<file path="config.mk">
export PLATFORM = sky130hd
export DESIGN_NAME = pc_sequencer
export DESIGN_NICKNAME = d
export VERILOG_FILES = /design/src/rtl/stack_proc_pkg.sv /design/src/rtl/pc_target_adder.sv /design/src/rtl/pc_sequencer.sv
export SDC_FILE = /design/constraint.sdc
export NUM_CORES = 1
export LEC_CHECK = 0
export BUFFER_PORTS_ARGS = -buffer_cell sky130_fd_sc_hd__buf_2
export CORE_ASPECT_RATIO = 1.5
export CORE_UTILIZATION = 48
export DETAILED_ROUTE_END_ITERATION = 12
export PLACE_DENSITY = 0.77
export SKIP_CTS_REPAIR_TIMING = 1
export SYNTH_ARGS = -nofsm -noshare
export SYNTH_HDL_FRONTEND = slang
export SYNTH_SLANG_ARGS = --single-unit
</file>
<file path="constraint.sdc">
create_clock -name CLK -period 2.5 [get_ports CLK]
set_input_delay 0.5 -clock CLK [delete_from_list [all_inputs] [get_ports CLK]]
set_output_delay 0.5 -clock CLK [all_outputs]
set_load 0.01 [all_outputs]
</file>
<file path="src/rtl/stack_proc_pkg.sv">
// Shared definitions for the stack-processor front end: default PC width,
// sequential fetch increment, branch offset width and sequencer states.
package stack_proc_pkg;

    localparam int PC_W_DEF = 16;
    localparam int PC_INC   = 2;
    localparam int BR_OFF_W = 13;

    typedef enum logic [1:0] {
        ST_RUN    = 2'd0,
        ST_BUBBLE = 2'd1,
        ST_HALT   = 2'd2
    } seq_state_t;

endpackage

</file>
<file path="src/rtl/pc_target_adder.sv">
// Combinational next-PC candidates: branch target (pc + sign-extended
// byte offset) and the sequential successor (pc + PC_INC). Both wrap
// modulo 2^PC_W. Assumes PC_W is wider than the branch offset.
module pc_target_adder
    import stack_proc_pkg::*;
#(
    parameter int PC_W = PC_W_DEF
) (
    input  logic [PC_W-1:0]     i_pc,
    input  logic [BR_OFF_W-1:0] i_br_off,
    output logic [PC_W-1:0]     o_br_tgt,
    output logic [PC_W-1:0]     o_seq_pc
);

    logic [PC_W-1:0] w_off_ext;

    // Offset arrives already scaled to bytes; only sign extension is needed.
    assign w_off_ext = {{(PC_W-BR_OFF_W){i_br_off[BR_OFF_W-1]}}, i_br_off};
    assign o_br_tgt  = i_pc + w_off_ext;
    assign o_seq_pc  = i_pc + PC_W'(PC_INC);

endmodule

</file>
<file path="src/rtl/pc_sequencer.sv">
// Program-counter sequencer: RUN / BUBBLE / HALT control with one-cycle
// redirect bubble for taken branches and jumps, stall hold, and terminal halt.
// All outputs are registers, so there is no input-to-output path.
// Optional macro PC_MISALIGN_CHECK_EN: an odd jump target halts the sequencer
// and sets a sticky misalign flag; when undefined, bit 0 of the jump target
// is cleared and misalign is tied low.
module pc_sequencer
    import stack_proc_pkg::*;
#(
    parameter int              PC_W     = PC_W_DEF,
    parameter logic [PC_W-1:0] RESET_PC = '0
) (
    input  logic                CLK,
    input  logic                RST,
    input  logic                stall,
    input  logic                br_req,
    input  logic                br_cond,
    input  logic [BR_OFF_W-1:0] br_off,
    input  logic                jmp_req,
    input  logic [PC_W-1:0]     jmp_addr,
    input  logic                halt_req,
    output logic [PC_W-1:0]     pc,
    output logic                pc_valid,
    output logic                flush,
    output logic                halted,
    output logic                misalign
);

    seq_state_t      r_state;
    logic [PC_W-1:0] r_pc;
    logic            r_pc_valid;
    logic            r_flush;
    logic            r_halted;

    logic [PC_W-1:0] w_br_tgt;
    logic [PC_W-1:0] w_seq_pc;
    logic [PC_W-1:0] w_jmp_tgt;
    logic            w_jmp_bad;
    logic            w_accept;

    pc_target_adder #(.PC_W(PC_W)) u_adder (
        .i_pc     (r_pc),
        .i_br_off (br_off),
        .o_br_tgt (w_br_tgt),
        .o_seq_pc (w_seq_pc)
    );

    // Decode requests are only honoured in a live, unstalled RUN cycle.
    assign w_accept = (r_state == ST_RUN) && r_pc_valid && !stall;

`ifdef PC_MISALIGN_CHECK_EN
    logic r_misalign;

    assign w_jmp_tgt = jmp_addr;
    assign w_jmp_bad = jmp_addr[0];
    assign misalign  = r_misalign;

    // Sticky error: an accepted odd jump (not pre-empted by halt) latches until reset.
    always_ff @(posedge CLK or posedge RST) begin
        if (RST)
            r_misalign <= 1'b0;
        else if (w_accept && !halt_req && jmp_req && w_jmp_bad)
            r_misalign <= 1'b1;
    end
`else
    logic w_unused_jmp_lsb;

    assign w_jmp_tgt        = {jmp_addr[PC_W-1:1], 1'b0};
    assign w_jmp_bad        = 1'b0;
    assign misalign         = 1'b0;
    assign w_unused_jmp_lsb = jmp_addr[0];
`endif

    // Sequencer FSM: state, PC and registered status outputs.
    always_ff @(posedge CLK or posedge RST) begin
        if (RST) begin
            r_state    <= ST_RUN;
            r_pc       <= RESET_PC;
            r_pc_valid <= 1'b0;
            r_flush    <= 1'b0;
            r_halted   <= 1'b0;
        end else begin
            case (r_state)
                ST_RUN: begin
                    if (!r_pc_valid) begin
                        // First edge out of reset: present RESET_PC as a real
                        // fetch; decode holds nothing yet, so requests are ignored.
                        r_pc_valid <= 1'b1;
                    end else if (!stall) begin
                        if (halt_req || (jmp_req && w_jmp_bad)) begin
                            r_state    <= ST_HALT;
                            r_pc_valid <= 1'b0;
                            r_halted   <= 1'b1;
                        end else if (jmp_req) begin
                            r_pc       <= w_jmp_tgt;
                            r_state    <= ST_BUBBLE;
                            r_pc_valid <= 1'b0;
                            r_flush    <= 1'b1;
                        end else if (br_req && br_cond) begin
                            r_pc       <= w_br_tgt;
                            r_state    <= ST_BUBBLE;
                            r_pc_valid <= 1'b0;
                            r_flush    <= 1'b1;
                        end else begin
                            r_pc <= w_seq_pc;
                        end
                    end
                end
                ST_BUBBLE: begin
                    // Redirect target becomes the live fetch; stall is ignored here.
                    r_state    <= ST_RUN;
                    r_pc_valid <= 1'b1;
                    r_flush    <= 1'b0;
                end
                default: begin
                    // HALT is terminal until reset.
                    r_state <= ST_HALT;
                end
            endcase
        end
    end

    assign pc       = r_pc;
    assign pc_valid = r_pc_valid;
    assign flush    = r_flush;
    assign halted   = r_halted;

endmodule

</file>
==> reports/qor.yml, run 1 <==
area.growth.synth_to_final_pct: 25.2
highest_clock_rate_mhz: 416
cts-buffers-inserted: 3
crit_type: "register to register"
largest_net_degree_at_the_start_of_global_routing: 23
slew_viol_final: 0
final.fill_count: 396
gp_congestion: 0.931
ant_nets: 0
critical_path_arrival_ps: 2540
utilization_pct: 61.9
netlist_instances: 267
synth.net_count: 320
grt_first_pass_wirelength_um: 9530
root_buffer: "sky130_fd_sc_hd__clkbuf_8"
edff_count_synth: 0
worst_hold_path_type: "primary input to async pin"
cts_tree: "yes"
seqPwrFrac_pct: 48.6
wl_um: 6050
worst_slew_pin_tran_ps: 890
vias: 2359
internal-power_mw: 0.503
critPathRequiredTime_ps: 2630
combinationalPowerShare_pct: 17.8
grt.total_usage_pct: 26.2
synth_commonest_cells: "36 x sky130_fd_sc_hd__nand2_1, 28 x sky130_fd_sc_hd__a21oi_1, 24 x sky130_fd_sc_hd__nor2_1, 21 x sky130_fd_sc_hd__dfrtp_1, 20 x sky130_fd_sc_hd__o21ai_0"
detail_route.drc_violations: 0
dpl_worst_slack_ps: -155
drt_first_pass_iters: 4
p_sw_share_pct: 27.9
viasPerCell: 6.11
leakage_power_total_nw: 1.34
crit_path_start_kind: "register"
maxCapViolCount: 0
final-hold-violation-count: 0
cts.htree.levels: 1
cts.reportedPaths.clkPinSlew_ps: 80
synth-warning-count: 0
number_of_global_route_vias_before_repair: 2075
setup_violations: 0
power.share.clock_pct: 33.6
final.period_utilization_pct: 96.2
ys.flop_type: "sky130_fd_sc_hd__dfrtp_1"
die_y_um: 82.6
place.detailed.hpwl_um: 4710
clock_latency_on_the_worst_skew_pair_ps: 260
num_antenna_cells: 0
period_minus_slack_ps: 2410
place.port_buffers: 53
ys_seq_area_share_pct: 25.3
end_kind: "register"
vdd.ir_drop.worst_v: 0.000216
routed_wire_length_per_instance_um: 15.7
powerDensity_nw_per_um2: 268
design.portCount: 56
drtIter0Drc: 92
synthDominantAreaCellType: "sky130_fd_sc_hd__dfrtp_1"
antenna_violations_before_repair: 0
fin_worst_skew_ps: 3.39
layout-drive-gt1-share_pct: 26.5
slew_headroom_pct: 40.6
syn_avg_cell_area_sq_um: 7.79
synthTopCellsByArea: "sky130_fd_sc_hd__dfrtp_1 25%, sky130_fd_sc_hd__ha_1 9.6%, sky130_fd_sc_hd__a21oi_1 6.7%"
std_cell_rows: 29
initial_utilization_pct: 49.4
synth_area_sq_um: 2080
worst_path_fanout_max: 2
synth_async_sr_flop_share_pct: 100
synth_top_cell_area_share_pct: 25.3
cts_num_sinks: 21
die_area_sq_um: 4600
layout_net_count: 394
final.setup.worst_slack_ps: 94.9
grt_setup_unrepaired: "false"
clockBufferDepth: 2
synthDistinctLibCells: 52
power.net_switching_mw: 0.194
yosys.cell_count.top_type: "sky130_fd_sc_hd__nand2_1"
ys_seq_elements: 21
die_x_um: 55.7
fp.coreArea_sq_um: 4210
design_power_total_mw: 0.698
remaining_global_route_overflow: 0
run_status: "finished, final reports clean"
## worst paths after layout
| check | start | endpoint | slack, ps | cells past startpoint |
|---|---|---|---|---|
| worst max-delay path | pc[0] | pc[14] | 90 | 8 |
| worst min-delay path | RST | pc_valid | 410 | 2 |
| worst max register to register | pc[0] | pc[14] | 90 | 8 |
| worst min register to register | r_state[0] | flush | 460 | 1 |
| max in group asynchronous | RST | pc[5] | 1540 | 2 |
| min in group CLK | stall | r_state[1] | 450 | 2 |
## placed cells by master, fill, tap and decap left out, types with 3 or more instances in the layout
| master | Yosys | routed |
|---|---|---|
| sky130_fd_sc_hd__xnor2_1 | 5 | 5 |
| sky130_fd_sc_hd__xor2_1 | 11 | 11 |
| sky130_fd_sc_hd__o21ai_0 | 20 | 20 |
| sky130_fd_sc_hd__nor2_1 | 24 | 24 |
| sky130_fd_sc_hd__nand2_1 | 36 | 36 |
| sky130_fd_sc_hd__nand3_1 | 5 | 5 |
| sky130_fd_sc_hd__buf_4 | 1 | 24 |
| sky130_fd_sc_hd__nand4_1 | 3 | 3 |
| sky130_fd_sc_hd__inv_1 | 5 | 5 |
| sky130_fd_sc_hd__buf_2 | 0 | 53 |
| sky130_fd_sc_hd__and2_1 | 4 | 4 |
| sky130_fd_sc_hd__a211oi_1 | 5 | 5 |
| sky130_fd_sc_hd__a21o_1 | 4 | 4 |
| sky130_fd_sc_hd__a21oi_1 | 28 | 28 |
| sky130_fd_sc_hd__dfrtp_1 | 21 | 21 |
| sky130_fd_sc_hd__ha_1 | 16 | 16 |
| sky130_fd_sc_hd__o31ai_1 | 3 | 3 |
| sky130_fd_sc_hd__a31oi_1 | 4 | 4 |
| sky130_fd_sc_hd__o211ai_1 | 3 | 3 |
| sky130_fd_sc_hd__nor3_1 | 9 | 9 |
| sky130_fd_sc_hd__and3_1 | 7 | 7 |
| sky130_fd_sc_hd__o221ai_1 | 3 | 3 |
| sky130_fd_sc_hd__clkbuf_8 | 0 | 3 |
| sky130_fd_sc_hd__or3_1 | 5 | 5 |
## state kept, by name, summed over array words and instances (netlist names)
name / cells
pc: 16
halted: 1
r_state: 2
flush: 1
pc_valid: 1
## metrics by stage
stage / instance area, sq um / hold WS [ps] / std cells / setup TNS, ps
after floorplan: 2080 / 419 / 267 / 0
after global placement: 2550 / 434 / 382 / -217
after detailed placement: 2550 / 445 / 382 / -247
after CTS: 2590 / 441 / 386 / 0
after global routing: 2600 / 452 / 386 / 0
final: 2600 / 413 / 386 / 0
## critical path: stages, from the launching register on
cell	delay, ps
sky130_fd_sc_hd__dfrtp_1	390
sky130_fd_sc_hd__ha_1	210
sky130_fd_sc_hd__fa_2	350
sky130_fd_sc_hd__a21o_2	230
sky130_fd_sc_hd__a31o_1	240
sky130_fd_sc_hd__a211oi_2	270
sky130_fd_sc_hd__a21oi_1	120
sky130_fd_sc_hd__a2111oi_2	360
sky130_fd_sc_hd__nor4_1	100
## logic make-up after synthesis
| family | synth area share (%) |
|---|---|
| and+or+nand+nor | 24.1 |
| AOI/OAI and AO/OA | 30.4 |
| DFF | 25.3 |
| adders and majority gates | 10.6 |
| xor gates and xnor gates | 6.74 |
| buffers and inverters | 2.71 |
| other | 0.180 |
## layer usage
metal / global-route usage, % / wire [um] / up-vias
met2: 46.7 / 2950 / 89
met1: 34.2 / 2630 / 1109
li1: - / - / 1151
met3: 1.25 / 368 / 10
met4: 8.25 / 97 / 0
met5: 0 / 0 / -
## power by group through the flow
stage               clock [mW]  sequential, mW  combinational, mW
floorplan                    0           0.346             0.0687
global placement             0           0.346              0.121
detailed placement           0           0.346              0.122
CTS                      0.240           0.339              0.123
global route             0.254           0.339              0.138
finish                   0.234           0.339              0.124
## layout make-up
cell class / instances / area [sq um] / area share (%)
Multi-Input combinational cell: 232 / 1510 / 57.9
Tap cell: 46 / 57.6 / 2.21
Clock buffer: 4 / 45.0 / 1.73
Inverter: 6 / 22.5 / 0.865
Sequential cell: 21 / 526 / 20.2
Timing Repair Buffer: 77 / 445 / 17.1
No activity file was read; power rests on OpenSTA's default activity.
==> run 2: changes to the inputs <==
- CORE_UTILIZATION: 48 -> 49
- REMOVE_ABC_BUFFERS: unset -> 1
- SYNTH_HIERARCHICAL: unset -> 1
==> reports/qor.yml, run 2 <==
cts.reportedPaths.clkPinSlew_ps: 90  # about the same
yosys.cell_count.top_type: "sky130_fd_sc_hd__dfrtp_1"
fin_worst_skew_ps: 2.86  # -0.526 ps
worst_slew_pin_tran_ps: 883  # -6.98 ps
clock_latency_on_the_worst_skew_pair_ps: 270  # about the same
routed_wire_length_per_instance_um: 15.9  # +1.6%
layout-drive-gt1-share_pct: 32.7  # +6.2 points
run_status: "complete, but fails checks"
layout_net_count: 421  # +6.9%
drtIter0Drc: 145  # +58%
vdd.ir_drop.worst_v: 0.000633  # +190%
worst_hold_path_type: "primary input to async pin"
area.growth.synth_to_final_pct: 31.6
cts.htree.levels: 1  # unchanged
synthTopCellsByArea: "sky130_fd_sc_hd__dfrtp_1 23%, sky130_fd_sc_hd__ha_1 8.9%, sky130_fd_sc_hd__a211oi_1 6.0%"
synth-warning-count: 6  # +6
viasPerCell: 6.01  # -1.6%
synth_top_cell_area_share_pct: 23.4  # -1.9 points
setup_violations: 4  # +4
slew_viol_final: 0  # unchanged
num_antenna_cells: 0  # unchanged
synth_area_sq_um: 2250  # +8.1%
ys_seq_elements: 21  # unchanged
maxCapViolCount: 0  # unchanged
std_cell_rows: 29  # unchanged
edff_count_synth: 0  # unchanged
synth_async_sr_flop_share_pct: 100  # unchanged
cts_tree: "yes"
initial_utilization_pct: 52.1  # +2.7 points
place.detailed.hpwl_um: 4810  # +2.1%
ys.flop_type: "sky130_fd_sc_hd__dfrtp_1"
cts-buffers-inserted: 3  # unchanged
crit_type: "register to register"
ant_nets: 0  # unchanged
crit_path_start_kind: "register"
largest_net_degree_at_the_start_of_global_routing: 33  # +43%
number_of_global_route_vias_before_repair: 2369  # +14%
largest_register_ffs: 16  # unchanged
synthDistinctLibCells: 47  # -9.6%
design_power_total_mw: 2.94  # +320%
final.fill_count: 374  # -5.6%
vias: 2483  # +5.3%
clockBufferDepth: 2  # unchanged
synthDominantAreaCellType: "sky130_fd_sc_hd__dfrtp_1"
powerDensity_nw_per_um2: 995  # +270%
fp.coreArea_sq_um: 4320  # +2.6%
period_minus_slack_ps: 2650  # +249 ps
final-hold-violation-count: 0  # unchanged
placedCellCount: 404  # +5.8%
critical_path_arrival_ps: 2780  # +240 ps
remaining_global_route_overflow: 0  # unchanged
multi_input_area_sq_um: 1640  # +8.8%
gp_congestion: 0.865  # -7.1%
final-instance-count-excl-fill: 413  # +7.0%
layout_common_cells: "53 x sky130_fd_sc_hd__buf_2, 50 x sky130_fd_sc_hd__buf_4, 21 x sky130_fd_sc_hd__dfrtp_1"
antenna_violations_before_repair: 0  # unchanged
grt.total_usage_pct: 28.6  # +2.4 points
drt_first_pass_iters: 10  # +6
design.portCount: 56  # unchanged
detail_route.drc_violations: 4  # +4
synth_commonest_cells: "21 x sky130_fd_sc_hd__dfrtp_1, 20 x sky130_fd_sc_hd__and3_1, 19 x sky130_fd_sc_hd__a21oi_1, 19 x sky130_fd_sc_hd__o21ai_0, 18 x sky130_fd_sc_hd__a211oi_1"
grt_first_pass_wirelength_um: 11000  # +16%
leakage_power_total_nw: 1.47  # +10%
place.port_buffers: 53  # unchanged
die_y_um: 85.0  # +2.8%
die_area_sq_um: 4870  # +5.7%
root_buffer: "sky130_fd_sc_hd__clkbuf_8"
cts_num_sinks: 21  # unchanged
highest_clock_rate_mhz: 377  # -9.4%
wl_um: 6580  # +8.7%
final_common_cell: "sky130_fd_sc_hd__buf_2"
final.setup.worst_slack_ps: -154  # -249 ps
utilization_pct: 68.5  # +6.7 points
grt_setup_unrepaired: "true"
slew_headroom_pct: 41.1  # +0.47 points
ys_seq_area_share_pct: 23.4  # -1.9 points
worst_path_fanout_max: 4  # +2
die_x_um: 57.3  # +2.8%
critPathRequiredTime_ps: 2630  # about the same
end_kind: "register"
violations: "design-rule violations, negative setup slack"
final-seq-area_sq_um: 526  # unchanged
syn_avg_cell_area_sq_um: 8.09  # +3.8%
final.period_utilization_pct: 106  # +10 points
netlist_instances: 278  # +4.1%
run 2: changes by cell type after synthesis, moves of 4 or more:
cell and delta:
sky130_fd_sc_hd__a21oi_1 -9, sky130_fd_sc_hd__nand2_1 -22, sky130_fd_sc_hd__a211oi_1 +13, sky130_fd_sc_hd__nor2b_1 +13, sky130_fd_sc_hd__or3_1 -4, sky130_fd_sc_hd__xnor2_1 +10, sky130_fd_sc_hd__clkbuf_1 +4, sky130_fd_sc_hd__inv_1 +8
sky130_fd_sc_hd__o31ai_1 +14, sky130_fd_sc_hd__and3_1 +13, sky130_fd_sc_hd__nor2_1 -15, sky130_fd_sc_hd__and2_1 -4
run 2: final timing paths:
check	end	slack, ps	depth (start not counted)	from
hold reg to reg	halted	470	2	halted
setup reg to reg	pc[12]	-150	11	pc[0]
hold / removal	halted	400	2	RST
min in group CLK	halted	470	2	halted
max in group asynchronous	pc[7]	1550	2	RST
setup / recovery	pc[12]	-150	11	pc[0]
run 2: worst max-delay path, cell delays in order, from the launching register on:
cell and delay, ps:
sky130_fd_sc_hd__dfrtp_1 420, sky130_fd_sc_hd__ha_4 180, sky130_fd_sc_hd__fa_2 360, sky130_fd_sc_hd__a21o_1 190, sky130_fd_sc_hd__a221oi_2 250, sky130_fd_sc_hd__buf_4 190, sky130_fd_sc_hd__o21ai_2 70, sky130_fd_sc_hd__and4b_1 180
sky130_fd_sc_hd__a311o_1 270, sky130_fd_sc_hd__and3_4 180, sky130_fd_sc_hd__a211oi_2 130, sky130_fd_sc_hd__o31ai_1 90
run 2: area by class of cell:
class / count / area share, %
Inverter: 13 / 1.65
Clock buffer: 3 / 1.40
Clock inverter: 1 / 0.169
Sequential cell: 21 / 17.8
Tap cell: 46 / 1.95
Timing Repair Buffer: 103 / 21.6
Multi-Input combinational cell: 226 / 55.4
run 2: routing by layer:
layer / track usage (%) / up-vias / wire length (um)
met1: 38.7 / 1164 / 2880
met5: 0 / - / 0
met4: 7.98 / 0 / 80
met3: 2.90 / 8 / 406
li1: - / 1215 / -
met2: 48.0 / 96 / 3210
run 2: kinds of logic after synthesis:
kind of cell               count (synthesis)  synth area share (%)
and+or+nand+nor                           85                  20.9
AOI/OAI and AO/OA                         97                  29.2
xor gates and xnor gates                  24                  9.35
other                                      1                 0.167
DFF                                       21                  23.4
adders and majority gates                 17                  9.79
muxes                                      2                 0.890
buffers and inverters                     31                  6.34
run 2: metrics by stage:
stage / hold WS (ps) / area [sq um] / setup WS, ps / setup TNS (ps)
finish: 405 / 2960 / -154 / -400
global route: 483 / 2960 / -240 / -998
CTS: 438 / 2860 / -345 / -826
detailed placement: 454 / 2820 / -521 / -2010
global placement: 445 / 2820 / -471 / -1800
floorplan: 477 / 2150 / -357 / -620
run 2: where the power goes:
group          switching (mW)  leakage [nW]  total (mW)  internal (mW)
sequential             0.0926         0.258       0.544          0.452
combinational            1.08          1.19        2.16           1.08
clock                   0.128        0.0255       0.240          0.111
